===== config.mk =====
export PLATFORM = sky130hd
export DESIGN_NAME = ysyx_22051013_axi_arbiter_flat
export DESIGN_NICKNAME = d
export VERILOG_FILES = /design/src/rtl/ysyx_22051013_axi_arbiter_if.sv /design/src/rtl/ysyx_22051013_axi_arbiter.sv /design/src/flat_wrapper.sv
export SDC_FILE = /design/constraint.sdc
export NUM_CORES = 1
export LEC_CHECK = 0
export ABC_AREA = 1
export CORE_AREA = 4 4 207 209
export DETAILED_ROUTE_END_ITERATION = 12
export DIE_AREA = 0 0 211 213
export PLACE_DENSITY = 0.65
export SYNTH_ARGS = -nofsm -noshare
export SYNTH_HDL_FRONTEND = slang
export SYNTH_SLANG_ARGS = --single-unit
export TNS_END_PERCENT = 5

===== constraint.sdc =====
create_clock -name clk -period 4.2 [get_ports clk]
set_input_delay 1.05 -clock clk [delete_from_list [all_inputs] [get_ports clk]]
set_output_delay 1.05 -clock clk [all_outputs]
set_load 0.02 [all_outputs]

===== src/rtl/ysyx_22051013_axi_arbiter_if.sv =====
// Bus bundle between the icache/dcache requesters, the arbiter and the downstream AXI port.
// master = arbiter side, slave = requesters plus downstream responder.
interface ysyx_22051013_axi_arbiter_if;
    logic        i_re;
    logic [63:0] i_addr;
    logic        i_valid;
    logic [63:0] i_rdata;
    logic        d_re;
    logic        d_we;
    logic [63:0] d_addr;
    logic [63:0] d_wdata;
    logic [7:0]  d_mask;
    logic        d_valid;
    logic [63:0] d_rdata;
    logic        m_re;
    logic        m_we;
    logic [63:0] m_addr;
    logic [63:0] m_wdata;
    logic [7:0]  m_mask;
    logic        m_valid;
    logic [63:0] m_rdata;
    logic [1:0]  owner;
    logic        timeout_err;

    modport master (
        input  i_re, i_addr, d_re, d_we, d_addr, d_wdata, d_mask, m_valid, m_rdata,
        output i_valid, i_rdata, d_valid, d_rdata, m_re, m_we, m_addr, m_wdata, m_mask,
               owner, timeout_err
    );

    modport slave (
        output i_re, i_addr, d_re, d_we, d_addr, d_wdata, d_mask, m_valid, m_rdata,
        input  i_valid, i_rdata, d_valid, d_rdata, m_re, m_we, m_addr, m_wdata, m_mask,
               owner, timeout_err
    );
endinterface


===== src/rtl/ysyx_22051013_axi_arbiter.sv =====
// Two-requester (icache / dcache-side) arbiter onto one downstream AXI port.
// Round-robin on ties, one transaction in flight, forced completion after TIMEOUT busy cycles.
module ysyx_22051013_axi_arbiter #(
    parameter int TIMEOUT = 255
) (
    input logic                          clk,
    input logic                          rst_n,
    ysyx_22051013_axi_arbiter_if.master  bus
);
    localparam int CW = ($clog2(TIMEOUT + 1) > 8) ? $clog2(TIMEOUT + 1) : 8;

    typedef enum logic [1:0] {IDLE, I_BUSY, D_BUSY, DONE} state_t;

    state_t        state;
    logic          last_d;
    logic [CW-1:0] cnt;
    logic          req_i, req_d, pick_d, cnt_last;

    always_comb begin
        req_i    = bus.i_re;
        req_d    = bus.d_re | bus.d_we;
        // On a tie the requester that did not win last time goes first.
        pick_d   = req_d & (~req_i | ~last_d);
        cnt_last = (cnt == CW'(TIMEOUT - 1));
    end

    always_ff @(posedge clk or negedge rst_n) begin
        if (!rst_n) begin
            state           <= IDLE;
            last_d          <= 1'b0;
            cnt             <= '0;
            bus.i_valid     <= 1'b0;
            bus.i_rdata     <= '0;
            bus.d_valid     <= 1'b0;
            bus.d_rdata     <= '0;
            bus.m_re        <= 1'b0;
            bus.m_we        <= 1'b0;
            bus.m_addr      <= '0;
            bus.m_wdata     <= '0;
            bus.m_mask      <= '0;
            bus.owner       <= 2'b00;
            bus.timeout_err <= 1'b0;
        end else begin
            case (state)
                IDLE: begin
                    cnt <= '0;
                    if (pick_d) begin
                        state       <= D_BUSY;
                        last_d      <= 1'b1;
                        bus.owner   <= 2'b10;
                        bus.m_we    <= bus.d_we;
                        bus.m_re    <= ~bus.d_we;
                        bus.m_addr  <= bus.d_addr;
                        bus.m_wdata <= bus.d_wdata;
                        bus.m_mask  <= bus.d_mask;
                    end else if (req_i) begin
                        state       <= I_BUSY;
                        last_d      <= 1'b0;
                        bus.owner   <= 2'b01;
                        bus.m_we    <= 1'b0;
                        bus.m_re    <= 1'b1;
                        bus.m_addr  <= bus.i_addr;
                        bus.m_wdata <= '0;
                        bus.m_mask  <= 8'hff;
                    end
                end
                I_BUSY, D_BUSY: begin
                    cnt <= cnt + 1'b1;
                    // m_valid takes priority over an expiring counter in the same cycle.
                    if (bus.m_valid || cnt_last) begin
                        state           <= DONE;
                        bus.m_re        <= 1'b0;
                        bus.m_we        <= 1'b0;
                        bus.timeout_err <= ~bus.m_valid;
                        if (state == I_BUSY) begin
                            bus.i_valid <= 1'b1;
                            bus.i_rdata <= bus.m_valid ? bus.m_rdata : '0;
                        end else begin
                            bus.d_valid <= 1'b1;
                            bus.d_rdata <= bus.m_valid ? bus.m_rdata : '0;
                        end
                    end
                end
                default: begin
                    state           <= IDLE;
                    bus.i_valid     <= 1'b0;
                    bus.i_rdata     <= '0;
                    bus.d_valid     <= 1'b0;
                    bus.d_rdata     <= '0;
                    bus.owner       <= 2'b00;
                    bus.timeout_err <= 1'b0;
                end
            endcase
        end
    end
endmodule


===== src/flat_wrapper.sv =====
// flat-port wrapper written by rule: the top's interface ports become plain ports
module ysyx_22051013_axi_arbiter_flat 
#(
    parameter int TIMEOUT = 255
)
  (clk, rst_n, bus_i_re, bus_i_addr, bus_d_re, bus_d_we, bus_d_addr, bus_d_wdata, bus_d_mask, bus_m_valid, bus_m_rdata, bus_i_valid, bus_i_rdata, bus_d_valid, bus_d_rdata, bus_m_re, bus_m_we, bus_m_addr, bus_m_wdata, bus_m_mask, bus_owner, bus_timeout_err);
  ysyx_22051013_axi_arbiter_if bus_i ();
  input logic clk;
  input logic rst_n;
  input wire logic [$bits(bus_i.i_re)-1:0] bus_i_re;
  input wire logic [$bits(bus_i.i_addr)-1:0] bus_i_addr;
  input wire logic [$bits(bus_i.d_re)-1:0] bus_d_re;
  input wire logic [$bits(bus_i.d_we)-1:0] bus_d_we;
  input wire logic [$bits(bus_i.d_addr)-1:0] bus_d_addr;
  input wire logic [$bits(bus_i.d_wdata)-1:0] bus_d_wdata;
  input wire logic [$bits(bus_i.d_mask)-1:0] bus_d_mask;
  input wire logic [$bits(bus_i.m_valid)-1:0] bus_m_valid;
  input wire logic [$bits(bus_i.m_rdata)-1:0] bus_m_rdata;
  output wire logic [$bits(bus_i.i_valid)-1:0] bus_i_valid;
  output wire logic [$bits(bus_i.i_rdata)-1:0] bus_i_rdata;
  output wire logic [$bits(bus_i.d_valid)-1:0] bus_d_valid;
  output wire logic [$bits(bus_i.d_rdata)-1:0] bus_d_rdata;
  output wire logic [$bits(bus_i.m_re)-1:0] bus_m_re;
  output wire logic [$bits(bus_i.m_we)-1:0] bus_m_we;
  output wire logic [$bits(bus_i.m_addr)-1:0] bus_m_addr;
  output wire logic [$bits(bus_i.m_wdata)-1:0] bus_m_wdata;
  output wire logic [$bits(bus_i.m_mask)-1:0] bus_m_mask;
  output wire logic [$bits(bus_i.owner)-1:0] bus_owner;
  output wire logic [$bits(bus_i.timeout_err)-1:0] bus_timeout_err;
  assign bus_i.i_re = bus_i_re;
  assign bus_i.i_addr = bus_i_addr;
  assign bus_i.d_re = bus_d_re;
  assign bus_i.d_we = bus_d_we;
  assign bus_i.d_addr = bus_d_addr;
  assign bus_i.d_wdata = bus_d_wdata;
  assign bus_i.d_mask = bus_d_mask;
  assign bus_i.m_valid = bus_m_valid;
  assign bus_i.m_rdata = bus_m_rdata;
  assign bus_i_valid = bus_i.i_valid;
  assign bus_i_rdata = bus_i.i_rdata;
  assign bus_d_valid = bus_i.d_valid;
  assign bus_d_rdata = bus_i.d_rdata;
  assign bus_m_re = bus_i.m_re;
  assign bus_m_we = bus_i.m_we;
  assign bus_m_addr = bus_i.m_addr;
  assign bus_m_wdata = bus_i.m_wdata;
  assign bus_m_mask = bus_i.m_mask;
  assign bus_owner = bus_i.owner;
  assign bus_timeout_err = bus_i.timeout_err;
  ysyx_22051013_axi_arbiter #(.TIMEOUT(TIMEOUT)) u_core (.clk(clk), .rst_n(rst_n), .bus(bus_i));
endmodule

==> results.md <==
- Root Driver: clkbuf_16
- Setup WS post-layout: 1.40 ns
- Hold Path Class: flop to flop
- Port Buf Inserts: 540
- Vias in the first global route: 12.2k
- Period Utilization, post-route: 0.666
- Core Rows: 74
- DIE WIDTH: 211 um
- Crit-path slowest cell: buf_4
- Netlist cell types: 25
- Crit Reg-Reg Endpoint: u_core.bus.i_rdata[20]
- Final net count: 2,234
- DR pass1 iterations: 5
- H-tree lvl count: 2
- CP arrival: 3.26 ns
- WL/cell: 18.8 um
- Initial DRC count: roughly 800
- Setup Crit Path Kind: flop to flop
- CP Launch Type: flop
- IO Pins: 541
- CTS Hold Bufs: 0
- Die ar.: 44,900 sq um
- CTS resizes: 0
- Maximum clock rate: 358 MHz
- R2r setup slk: 1.40 ns
- Crit path required time: about 4.7 ns
- Via density: 4.80
- Status: finished clean
- Worst-case clock buffer depth: 3
- Total CTS buffers: 34
- Final critical-path required period: around 2.8 ns
- Syn Inst Count: roughly 1.5k
- Layout cell share with drive strength beyond 1: 0.0515
- Worst hold path depth: 2
- Total of warnings raised by yosys: 0
- First-pass GRT wire length: 71.1 mm
- CTS Sinks: about 280
- Remaining DRCs: 0
- Remaining antenna violation count: 0
- Layout area overhead: 52.9%
- Total GRT Usage: 0.201
- Max VDD drop: about 0.56 mV
- RSZ-0062 raised after global routing: no
- Slew headroom: 0.423
- Pin count of the biggest net entering global routing: 137
- Final cell count without fillers: 2,518
- Synthesized Nets: 1,751
- CORE AREA: 40,800 sq um
- Routed wire length: about 47 mm
- Postcts setup bufs: 0
- Seq/Total Area, Yosys: 0.553
- CTS clock-pin slew for the worst setup and hold paths: 0.06 ns
- Hpwl dp: between 30 and 40 mm
- Leak: 9.22 nW
- Place WS: 1.03 ns
- Global route overflow: 0
- CTS tree: built
- Vias: about 12k
- Setup_tns: 0 ns
- Final hold vios: 0
- Cell Area, Synth: 12,800 sq um
- Max incr delay on CP: approximately 0.61 ns
- Total of max-cap violations: 0
- Die Y: between 200 and 250 um
- Synth Area per Inst: 8.65 sq um
- Post-Place Cells: about 2.5k
- PD cells: between 700 and 800 nW/um^2
- Layout Skew: 0.0213 ns
- RR Startpoint: u_core.state[0]
- Final slew viol count: 0
- CP Capture Type: flop
- Cells on worst reg2reg path: 9
- Worst Min Path Start: u_core.bus.timeout_err
- Worst-margin pin slew: 0.866 ns
- Critical Path, Cell by Cell: inv_1 > ha_1 > inv_1 > nor2_4 > nand2_4 > nand3_2 > buf_4 > nand2_1 > nand2_1
- WHS Endpoint: u_core.bus.timeout_err
- Fill count: a little under 4k
- Final setup fails: 0
- Register bit count reported by yosys: 282
- Crit-path max FO: 65
- Clock Latency Late Sink: ~0.53 ns
- Routability cong.: around 0.83
- Starting Density: 0.312
- Initial antenna violation count: 7
-- flip-flops by register name, indices dropped and copies added, names as in the netlist, 2 cells and up --
signal and flops:
u_core.bus.i_rdata 64, u_core.bus.d_rdata 64, u_core.bus.m_wdata 64, u_core.bus.owner 2
u_core.bus.m_mask 8, u_core.bus.m_addr 64, u_core.state 2, u_core.cnt 8
-- stage by stage --
stage | utilization | area, sq um | hold slack, ns | power (mW)
global placement | 0.449 | 18300 | 0.453 | 12.2
CTS | 0.478 | 19500 | 0.472 | 15.4
detailed placement | 0.449 | 18300 | 0.457 | 12.3
floorplan | - | 12800 | 0.442 | 9.03
global route | 0.478 | 19500 | 0.481 | 16.2
finish | 0.478 | 19500 | 0.467 | 15.2
-- layer usage --
metal	track usage	up-vias	routed length, um
li1	-	5757	-
met3	0.0646	76	4310
met5	0	-	37
met1	0.234	5767	17600
met2	0.348	471	23600
met4	0.0782	6	1710
-- cell usage in the layout (no fill, tap or decap), types with 35 or more instances in the layout --
master,count
dfrtp_1,282
o21a_1,64
clkdlybuf4s50_1,539
nand3_1,135
nand4_1,130
clkbuf_16,35
nor2_1,77
inv_1,78
nand2_1,541
-- cells in the mapped netlist (all sizes together) --
cell type | number | area [sq um]
buf | 91 | 653
ha | 6 | 75.1
o21a | 64 | 480
dfrtp | 282 | 7060
nor2 | 79 | 307
nand4 | 130 | 813
o22a | 8 | 70.1
o21ai | 6 | 30.0
a21boi | 1 | 7.51
nand2 | 558 | 2130
nand3 | 137 | 696
clkbuf | 23 | 86.3
a21oi | 7 | 38.8
inv | 83 | 312
-- how the worst max path moves through the flow --
stage	cells after the start	slack (ns)	endpoint	startpoint
CTS	9	1.37	u_core.bus.d_rdata[0]	u_core.state[0]
detailed placement	8	1.03	u_core.bus.m_addr[6]	bus_i_re
global placement	7	1.07	u_core.bus.d_rdata[63]	bus_m_valid
finish	9	1.40	u_core.bus.i_rdata[20]	u_core.state[0]
floorplan	6	2.25	u_core.bus.m_addr[23]	bus_d_we
global route	9	1.13	u_core.bus.d_rdata[52]	u_core.state[0]
-- report_power, final --
part | leakage (nW) | total, mW | internal (mW) | switching, mW
Combinational | 5.08 | 7.72 | 3.02 | 4.69
Sequential | 3.58 | 4.41 | 3.80 | 0.610
Clock | 0.560 | 3.09 | 1.91 | 1.18
Total | 9.22 | 15.2 | 8.73 | 6.48
-- worst max-delay path, delay by kind of cell, from the launching register on --
family | cells | cell delay (ns)
flip-flops | 1 | 0.40
AND/OR/NAND/NOR | 5 | 0.81
adder cells (fa/ha/maj) | 1 | 0.49
buffers and inverters | 3 | 0.92
-- cells by family after synthesis --
family	after synthesis	share of synthesized area
and+or+nand+nor	904	0.309
adders and majority gates	6	0.00588
buffers and inverters	197	0.0824
DFF	282	0.553
AOI/OAI and AO/OA	86	0.0491
-- area by class of cell --
class	instances	area, sq um	share of cell area
Sequential cell	282	7060	0.362
Timing Repair Buffer	561	5630	0.289
Multi-Input combinational cell	996	4670	0.239
Clock buffer	46	957	0.0491
Tap cell	532	666	0.0341
Inverter	83	314	0.0161
Clock inverter	14	209	0.0107
Antenna cell	4	10.0	0.000513
(Power assumes the default switching activity.)
==> variant, RTL diff (config.mk and constraints unchanged) <==
`TIMEOUT` is set to 255 in 2 places; all go to 510.
--- a/src/rtl/ysyx_22051013_axi_arbiter.sv
+++ b/src/rtl/ysyx_22051013_axi_arbiter.sv
@@ -2,5 +2,5 @@
 // Round-robin on ties, one transaction in flight, forced completion after TIMEOUT busy cycles.
 module ysyx_22051013_axi_arbiter #(
-    parameter int TIMEOUT = 255
+    parameter int TIMEOUT = 510
 ) (
     input logic                          clk,
--- a/src/flat_wrapper.sv
+++ b/src/flat_wrapper.sv
@@ -2,5 +2,5 @@
 module ysyx_22051013_axi_arbiter_flat 
 #(
-    parameter int TIMEOUT = 255
+    parameter int TIMEOUT = 510
 )
   (clk, rst_n, bus_i_re, bus_i_addr, bus_d_re, bus_d_we, bus_d_addr, bus_d_wdata, bus_d_mask, bus_m_valid, bus_m_rdata, bus_i_valid, bus_i_rdata, bus_d_valid, bus_d_rdata, bus_m_re, bus_m_we, bus_m_addr, bus_m_wdata, bus_m_mask, bus_owner, bus_timeout_err);
Formal check against the unedited RTL: same outputs for any inputs over 4 cycles, from zero or initial values and one cycle with rst_n low; that may be too few to reach the edited logic, so the function may still have changed.
==> variant against the unedited design <==
- power fell by 0.45%
- count of clock-buffer cells in the layout rose by 6
- sequential share of layout area fell by 0.22 points
- sequential cell count rose by 1
- setup slack improved by 0.066 ns
- final area rose by 0.98%
- synthesized area fell by 0.15%
- wire length rose by 2.1%
- worst hold slack got worse by 0.0031 ns
- cell count rose by 6.2%
- critical path type unchanged
==> variant: results (changes against the unedited design) <==
[clock_network]
cts_buffers = 35  ; +2.9%

[sta]
relSlewSlack = 0.427  ; +0.00413
holdWs_ns = 0.464  ; -0.00308 ns
skew_ns = 0.0294  ; +0.00807 ns

[drt]
first_iter_violations = 781  ; -2.7%
firstDrtPassIters = 6  ; +1
routed-via-count = 12500  ; +3.5%

[global_routing]
grt_first_pass_wirelength_um = 72900  ; +2.5%
antenna_found_initial = 6  ; -1
grt_max_degree = 115  ; -16%
track_usage = 0.205  ; +0.00343
grt_pass1_vias = 12600  ; +3.8%

[logic_synthesis]
synth_area_leaders = dfrtp_1 (56%), nand2_1 (24%), nand4_1 (6.5%)
synth_compound_area_frac = 0.00471  ; -0.0444
synth_adder_area_share = 0.00589  ; +0.00000867
synth_nets = 1909  ; +9.0%
synth_cell_types = 18  ; -28%
synth_xor_area_frac = 0.000688  ; +0.000688
ys_seq_area_frac = 0.556  ; +0.00278

[critical_path]
cp_max_fo = 40  ; -38%
worstPathArrival_ns = 3.13  ; -0.13 ns
critical_path.top_delay_family = simple AND/OR/NAND/NOR gates
critPathMaxStageDelay_ns = 0.59  ; -0.02 ns

[cells_and_area]
drive_gt1_frac = 0.0398  ; -0.0117
final_cells = 2674  ; +6.2%
finalNetCount = 2389  ; +6.9%
fill_cells = 3967  ; +0.89%

[place]
placed_cells = 2608  ; +6.3%
pre_cts_ws_ns = 0.926  ; -0.0999 ns
place_congestion = 0.833  ; about the same

[hold_path]
whs_endpoint = u_core.bus.m_wdata[58]$_DFFE_PN0P_

[power_and_ir_drop]
peakVddDrop_v = 0.000433  ; -22%

[run_status]
status = finished, final reports clean

[variant: per-layer routing]
| metal | share of wire | vias up | GRT usage |
|---|---|---|---|
| met5 | 0 | - | 0 |
| met4 | 0.038 | 0 | 0.0939 |
| met3 | 0.064 | 97 | 0.0463 |
| met2 | 0.50 | 402 | 0.349 |
| met1 | 0.39 | 5923 | 0.248 |
| li1 | - | 6083 | - |
[variant: layout make-up]
class,instances,area share
Timing Repair Buffer,557,0.285
Tap cell,532,0.0338
Antenna cell,6,0.000762
Clock inverter,8,0.00438
Clock buffer,52,0.0539
Inverter,90,0.0175
Sequential cell,283,0.359
Multi-Input combinational cell,1146,0.245
[variant: report_power, final]
| group | internal [mW] | total, mW | switching [mW] |
|---|---|---|---|
| Sequential | 3.79 | 4.38 | 0.591 |
| Clock | 1.81 | 3.00 | 1.19 |
| Combinational | 2.87 | 7.76 | 4.89 |
